`config.mk`:
```
export PLATFORM = sky130hd
export DESIGN_NAME = bit_serializer
export DESIGN_NICKNAME = d
export VERILOG_FILES = /design/src/rtl/bit_serializer.sv
export SDC_FILE = /design/constraint.sdc
export NUM_CORES = 1
export LEC_CHECK = 0
export ABC_AREA = 1
export CAP_MARGIN = 10
export CORE_UTILIZATION = 24
export DETAILED_ROUTE_END_ITERATION = 8
export GPL_TIMING_DRIVEN = 0
export PLACE_DENSITY = 0.39
export SYNTH_ARGS = -nofsm -noshare
export SYNTH_HDL_FRONTEND = slang
export SYNTH_SLANG_ARGS = --single-unit
```
`constraint.sdc`:
```
create_clock -name clk -period 1.9 [get_ports clk]
set_input_delay 0.19 -clock clk [delete_from_list [all_inputs] [get_ports clk]]
set_output_delay 0.19 -clock clk [all_outputs]
set_load 0.01 [all_outputs]
```
`src/rtl/bit_serializer.sv`:
```
// bit_serializer: valid/ready parallel-to-serial shifter with a per-word bit period.
// Define BIT_SERIALIZER_PARITY_EN to append an even-parity bit after each word.
module sim_reg #(
  parameter int WIDTH = 1,
  parameter logic [WIDTH-1:0] RESET_VAL = '0
) (
  input  logic             clk,
  input  logic             rst,
  input  logic             i_wen,
  input  logic [WIDTH-1:0] i_din,
  output logic [WIDTH-1:0] o_dout
);
  always_ff @(posedge clk)
    if (rst) o_dout <= RESET_VAL;
    else if (i_wen) o_dout <= i_din;
endmodule

module mux_key_with_default #(
  parameter int NR_KEY   = 2,
  parameter int KEY_LEN  = 1,
  parameter int DATA_LEN = 1
) (
  input  logic [KEY_LEN-1:0]                    i_key,
  input  logic [DATA_LEN-1:0]                   i_default,
  input  logic [NR_KEY*(KEY_LEN+DATA_LEN)-1:0]  i_lut,
  output logic [DATA_LEN-1:0]                   o_out
);
  localparam int PAIR = KEY_LEN + DATA_LEN;
  always_comb begin
    o_out = i_default;
    for (int k = 0; k < NR_KEY; k++)
      if (i_lut[k*PAIR+DATA_LEN +: KEY_LEN] == i_key) o_out = i_lut[k*PAIR +: DATA_LEN];
  end
endmodule

module bit_serializer #(
  parameter int DATA_W    = 8,
  parameter int DIV_W     = 8,
  parameter int LSB_FIRST = 0
) (
  input  logic              clk,
  input  logic              reset,
  input  logic [DATA_W-1:0] data_in,
  input  logic              data_valid,
  output logic              data_ready,
  input  logic [DIV_W-1:0]  div,
  input  logic              idle_level,
  output logic              bit_out,
  output logic              bit_strobe,
  output logic              busy
);
`ifdef BIT_SERIALIZER_PARITY_EN
  localparam int NBITS = DATA_W + 1;
`else
  localparam int NBITS = DATA_W;
`endif
  localparam int IDX_W = $clog2(DATA_W + 2);
  localparam logic [2:0] SEL_HOLD = 3'd0, SEL_IDLE = 3'd1, SEL_LOAD = 3'd2, SEL_NEXT = 3'd3, SEL_PAR = 3'd4;
  typedef enum logic {IDLE, SHIFT} state_t;
  state_t r_state, w_state_nxt;
  logic [DATA_W-1:0] r_sh, w_sh_nxt, w_sh_shift;
  logic [DIV_W-1:0]  r_div, w_div_nxt, r_cnt, w_cnt_nxt;
  logic [IDX_W-1:0]  r_idx, w_idx_nxt, w_idx_inc;
  logic [2:0]        w_sel;
  logic r_bit, w_bit_nxt, r_strobe, w_strobe_nxt, r_busy, w_busy_nxt;
  logic w_par, w_xfer, w_wrap, w_last, w_head_in, w_head_sh;
  // The shift register keeps the bit currently on the line at its head end.
  assign w_sh_shift = (LSB_FIRST != 0) ? (r_sh >> 1) : (r_sh << 1);
  assign w_head_in  = (LSB_FIRST != 0) ? data_in[0] : data_in[DATA_W-1];
  assign w_head_sh  = (LSB_FIRST != 0) ? w_sh_shift[0] : w_sh_shift[DATA_W-1];
  assign w_idx_inc  = r_idx + IDX_W'(1);
  assign w_wrap     = r_cnt == r_div;
  assign w_last     = (r_state == SHIFT) && w_wrap && (r_idx == IDX_W'(NBITS - 1));
  assign data_ready = !reset && ((r_state == IDLE) || w_last);
  assign w_xfer     = data_valid && data_ready;
`ifdef BIT_SERIALIZER_PARITY_EN
  logic r_par;
  sim_reg #(.WIDTH(1)) u_par (.clk(clk), .rst(reset), .i_wen(w_xfer), .i_din(^data_in), .o_dout(r_par));
  assign w_par = r_par;
`else
  assign w_par = 1'b0;
`endif
  always_ff @(posedge clk)
    if (reset) r_state <= IDLE;
    else r_state <= w_state_nxt;
  always_comb begin
    w_state_nxt  = r_state;
    w_sh_nxt     = r_sh;
    w_div_nxt    = r_div;
    w_cnt_nxt    = r_cnt;
    w_idx_nxt    = r_idx;
    w_sel        = SEL_HOLD;
    w_strobe_nxt = 1'b0;
    w_busy_nxt   = r_busy;
    if (w_xfer) begin
      w_state_nxt  = SHIFT;
      w_sh_nxt     = data_in;
      w_div_nxt    = div;
      w_cnt_nxt    = '0;
      w_idx_nxt    = '0;
      w_sel        = SEL_LOAD;
      w_strobe_nxt = 1'b1;
      w_busy_nxt   = 1'b1;
    end else if (r_state == IDLE || w_last) begin
      w_state_nxt = IDLE;
      w_cnt_nxt   = '0;
      w_idx_nxt   = '0;
      w_sel       = SEL_IDLE;
      w_busy_nxt  = 1'b0;
    end else if (w_wrap) begin
      w_cnt_nxt    = '0;
      w_idx_nxt    = w_idx_inc;
      w_sh_nxt     = w_sh_shift;
      w_sel        = (w_idx_inc == IDX_W'(DATA_W)) ? SEL_PAR : SEL_NEXT;
      w_strobe_nxt = 1'b1;
    end else begin
      w_cnt_nxt = r_cnt + DIV_W'(1);
    end
  end
  mux_key_with_default #(.NR_KEY(4), .KEY_LEN(3), .DATA_LEN(1)) u_bit_mux (
    .i_key(w_sel),
    .i_default(r_bit),
    .i_lut({SEL_PAR, w_par, SEL_NEXT, w_head_sh, SEL_LOAD, w_head_in, SEL_IDLE, idle_level}),
    .o_out(w_bit_nxt)
  );
  sim_reg #(.WIDTH(DATA_W)) u_sh  (.clk(clk), .rst(reset), .i_wen(1'b1), .i_din(w_sh_nxt), .o_dout(r_sh));
  sim_reg #(.WIDTH(DIV_W))  u_div (.clk(clk), .rst(reset), .i_wen(1'b1), .i_din(w_div_nxt), .o_dout(r_div));
  sim_reg #(.WIDTH(DIV_W))  u_cnt (.clk(clk), .rst(reset), .i_wen(1'b1), .i_din(w_cnt_nxt), .o_dout(r_cnt));
  sim_reg #(.WIDTH(IDX_W))  u_idx (.clk(clk), .rst(reset), .i_wen(1'b1), .i_din(w_idx_nxt), .o_dout(r_idx));
  sim_reg #(.WIDTH(1)) u_bit    (.clk(clk), .rst(reset), .i_wen(1'b1), .i_din(w_bit_nxt), .o_dout(r_bit));
  sim_reg #(.WIDTH(1)) u_strobe (.clk(clk), .rst(reset), .i_wen(1'b1), .i_din(w_strobe_nxt), .o_dout(r_strobe));
  sim_reg #(.WIDTH(1)) u_busy   (.clk(clk), .rst(reset), .i_wen(1'b1), .i_din(w_busy_nxt), .o_dout(r_busy));
  assign bit_out    = r_bit;
  assign bit_strobe = r_strobe;
  assign busy       = r_busy;
endmodule

```
==> results.yml <==
detailed_routing:
  viasPerCell: 4.24
  dr_total_vias: 1256
  wl_per_cell_um: 11.4
  routed_wl_um: 3390
  drt_iter0_drc: 54
  antenna_left: 0
  drcViolationCount: 0
  drt_pass1_iterations: 4
clock_network:
  cts.clk_slew.worst_paths_ns: 0.08
  clock-root-buffer: "clkbuf_8"
  numCtsBuffers: 5
  insertion_delay_ns: 0.29
  clockBufferDepth: 2
  cts_num_sinks: 30
  cts_tree: "built"
  htree_levels: 2
  cts_hold_buf: 0
grt:
  grt_pass1_vias: 1208
  grt_pass1_wl_um: 5860
  grt_util_all_layers: 0.123
  grt-ovfl-total: 0
  grt_max_degree: 16
  antenna_found_initial: 0
yosys:
  synth.cell_area_um2: 1440
  netlist_instances: 191
  yosysTopAreaCell: "dfxtp_1"
  synth_most_common_cell: "nand2_1"
  synth_area_leaders: "dfxtp_1, nand2_1, nand3_1"
  synth-seq-cells: 30
  syn_area_per_cell_um2: 7.55
  synth.distinct_cells: 25
  synth-edff-count: 0
  synth_warnings: 0
  synthTopCellsByCount: "nand2_1, nand3_1, dfxtp_1"
  synthArstFlopShare: 0
  synth_fp_nets: 214
  synthFlopType: "dfxtp_1"
  yosysTopAreaCellShare: 0.416
  ys_seq_area_frac: 0.416
sta:
  fin_crit_sh: 0.896
  hold_violations: 0
  hold_ws_ns: 0.469
  final.setup.worst_slack_ns: 0.197
  setup_violations: 0
  report.final.slew_viol_count: 0
  rsz0062_at_grt: "false"
  fin_skew_ns: 0.0108
  fin_crit_ns: 1.70
  relSlewSlack: 0.658
  max_freq_mhz: 587
  setup_tns_ns: 0
  worstMarginPinSlew_ns: 0.513
floorplanning:
  num_rows: 27
  design.die.area_um2: 6330
  die_w_um: 79.5
  initial_core_util: 0.256
  die_y_um: 79.5
  core_area_um2: 5640
  top_level_ports: 24
worst_setup_path:
  crit_arrival_ns: 1.89
  path_cells: "inv_1 > nand2_1 > nand2_1 > nand2_1 > nor2_4 > nand3_2 > nand2_8 > buf_4 > nand2_2 > buf_6 > o21ai_0 > a21oi_1"
  critPathMaxStageDelay_ns: 0.35
  slowest_stage: "dfxtp_2"
  cp_common_cell: "nand2_1"
  critPathCaptureType: "flop"
  cp_max_fo: 15
  setup.worst_path.start_class: "flop"
  path_class: "flop to flop"
  worstPathRequired_ns: 2.08
cells_and_area:
  seq_area_um2: 612
  multiInputGateArea_um2: 737
  drive_gt1_frac: 0.161
  layout.nets: 246
  area_delta_synth_final_pct: 34.3
  fill_cells: 623
  antenna_cells: 0
pwr:
  seqPwrFrac: 0.393
  intPower_mw: 1.33
  p_switching_uw: 401
  swShare: 0.232
  peakVddDrop_mv: 0.381
  power_leakage_nw: 0.777
  combPwrFrac: 0.133
  clkPwrFrac: 0.474
  p_per_area_nw_per_um2: 891
outcome:
  status: "completed"
flow_run:
  drv_cap: 0
placed_design:
  dp_hpwl_um: 2550
  gp_congestion: 0.774
  portBuffers: 23
  place_ws_ns: -0.254
worst_hold_path:
  hp-class: "primary input to flop"
timing repair:
| action | in CTS | in global routing |
|---|---|---|
| endpoints found under the setup margin | 1 | 1 |
| cloned | 0 | 0 |
| setup buffers | 3 | 0 |
| pin swaps | 3 | 0 |
| resized for setup | 9 | 5 |
metrics by stage:
stage               area (um^2)  cells   util  power, mW
detailed placement         1760    286  0.312      0.917
floorplan                  1440    191      -      0.823
global route               1940    296  0.344       1.81
CTS                        1940    296  0.344       1.76
global placement           1760    286  0.312      0.917
finish                     1940    296  0.344       1.73
worst max-delay path: cells and delay by family (launching register included):
kind | cells | cell delay (ns)
AND/OR/NAND/NOR | 7 | 0.65
buffers and inverters | 3 | 0.40
flip-flops | 1 | 0.35
AO/OA/AOI/OAI | 2 | 0.19
flip-flops by register name (all words and copies together) (netlist names):
register         count
u_div.o_dout         8
u_sh.o_dout          7
u_strobe.o_dout      1
u_bit.o_dout         1
u_idx.o_dout         4
u_busy.o_dout        1
u_cnt.o_dout         8
area by class of cell:
| cell class | count | share of cell area |
|---|---|---|
| multi-input cells | 134 | 0.380 |
| clock inverters | 2 | 0.0310 |
| plain buffers | 5 | 0.0155 |
| repair buffers | 26 | 0.128 |
| inverters | 21 | 0.0407 |
| flip-flops and latches | 30 | 0.316 |
| well taps | 72 | 0.0465 |
| clock buffers | 6 | 0.0426 |
layer usage:
layer,share of wire,vias to the layer above,GRT usage
li1,-,674,-
met1,0.53,555,0.171
met2,0.42,21,0.173
met3,0.033,6,0.0389
met4,0.017,0,0.0545
met5,0,-,0
placed cells by master (no fill, tap or decap):
cell	instances
o21ai_0	2
bufinv_16	2
xnor2_1	6
clkbuf_1	3
dfxtp_2	9
mux2i_1	1
clkbuf_2	1
nand3b_1	1
nor2_1	11
or2_2	1
dfxtp_1	21
o21ai_1	2
ha_1	2
clkdlybuf4s50_1	22
xor2_1	6
buf_4	4
a21oi_1	16
inv_1	19
buf_6	1
nor2_4	3
nand2_2	2
nor3_1	2
a21oi_2	1
clkbuf_8	6
nand2_8	1
nand3_1	31
nand2_4	1
ha_2	1
nand2_1	42
inv_2	2
nand3_2	1
o211ai_1	1
path summary, 6_finish.rpt:
check | startpoint | cells after the start | slack, ns | endpoint
setup / recovery | u_cnt.o_dout[0]$_SDFF_PP0_ | 12 | 0.20 | u_div.o_dout[4]$_SDFFE_PP0N_
hold / removal | div[2] | 3 | 0.47 | u_div.o_dout[2]$_SDFFE_PP0N_
setup reg to reg | u_cnt.o_dout[0]$_SDFF_PP0_ | 12 | 0.20 | u_div.o_dout[4]$_SDFFE_PP0N_
hold reg to reg | u_cnt.o_dout[0]$_SDFF_PP0_ | 1 | 0.47 | u_cnt.o_dout[0]$_SDFF_PP0_
power by group through the flow:
stage          Clock, mW  Combinational, mW  Sequential [mW]
6_report           0.819              0.230            0.679
5_1_grt            0.874              0.258            0.683
4_1_cts            0.844              0.234            0.679
3_5_place_dp           0              0.225            0.692
3_3_place_gp           0              0.225            0.692
2_1_floorplan          0              0.133            0.689
cell families (layout without fill, tap and decap cells):
kind of cell | count (synthesis) | in the layout | synth area share
flip-flops | 30 | 30 | 0.416
adder cells (fa/ha/maj) | 3 | 3 | 0.0260
AO/OA/AOI/OAI | 22 | 22 | 0.0807
XOR/XNOR | 12 | 12 | 0.0729
buffers and inverters | 27 | 60 | 0.0807
AND/OR/NAND/NOR | 96 | 96 | 0.317
multiplexers | 1 | 1 | 0.00694
No activity file was read; power rests on OpenSTA's default activity.
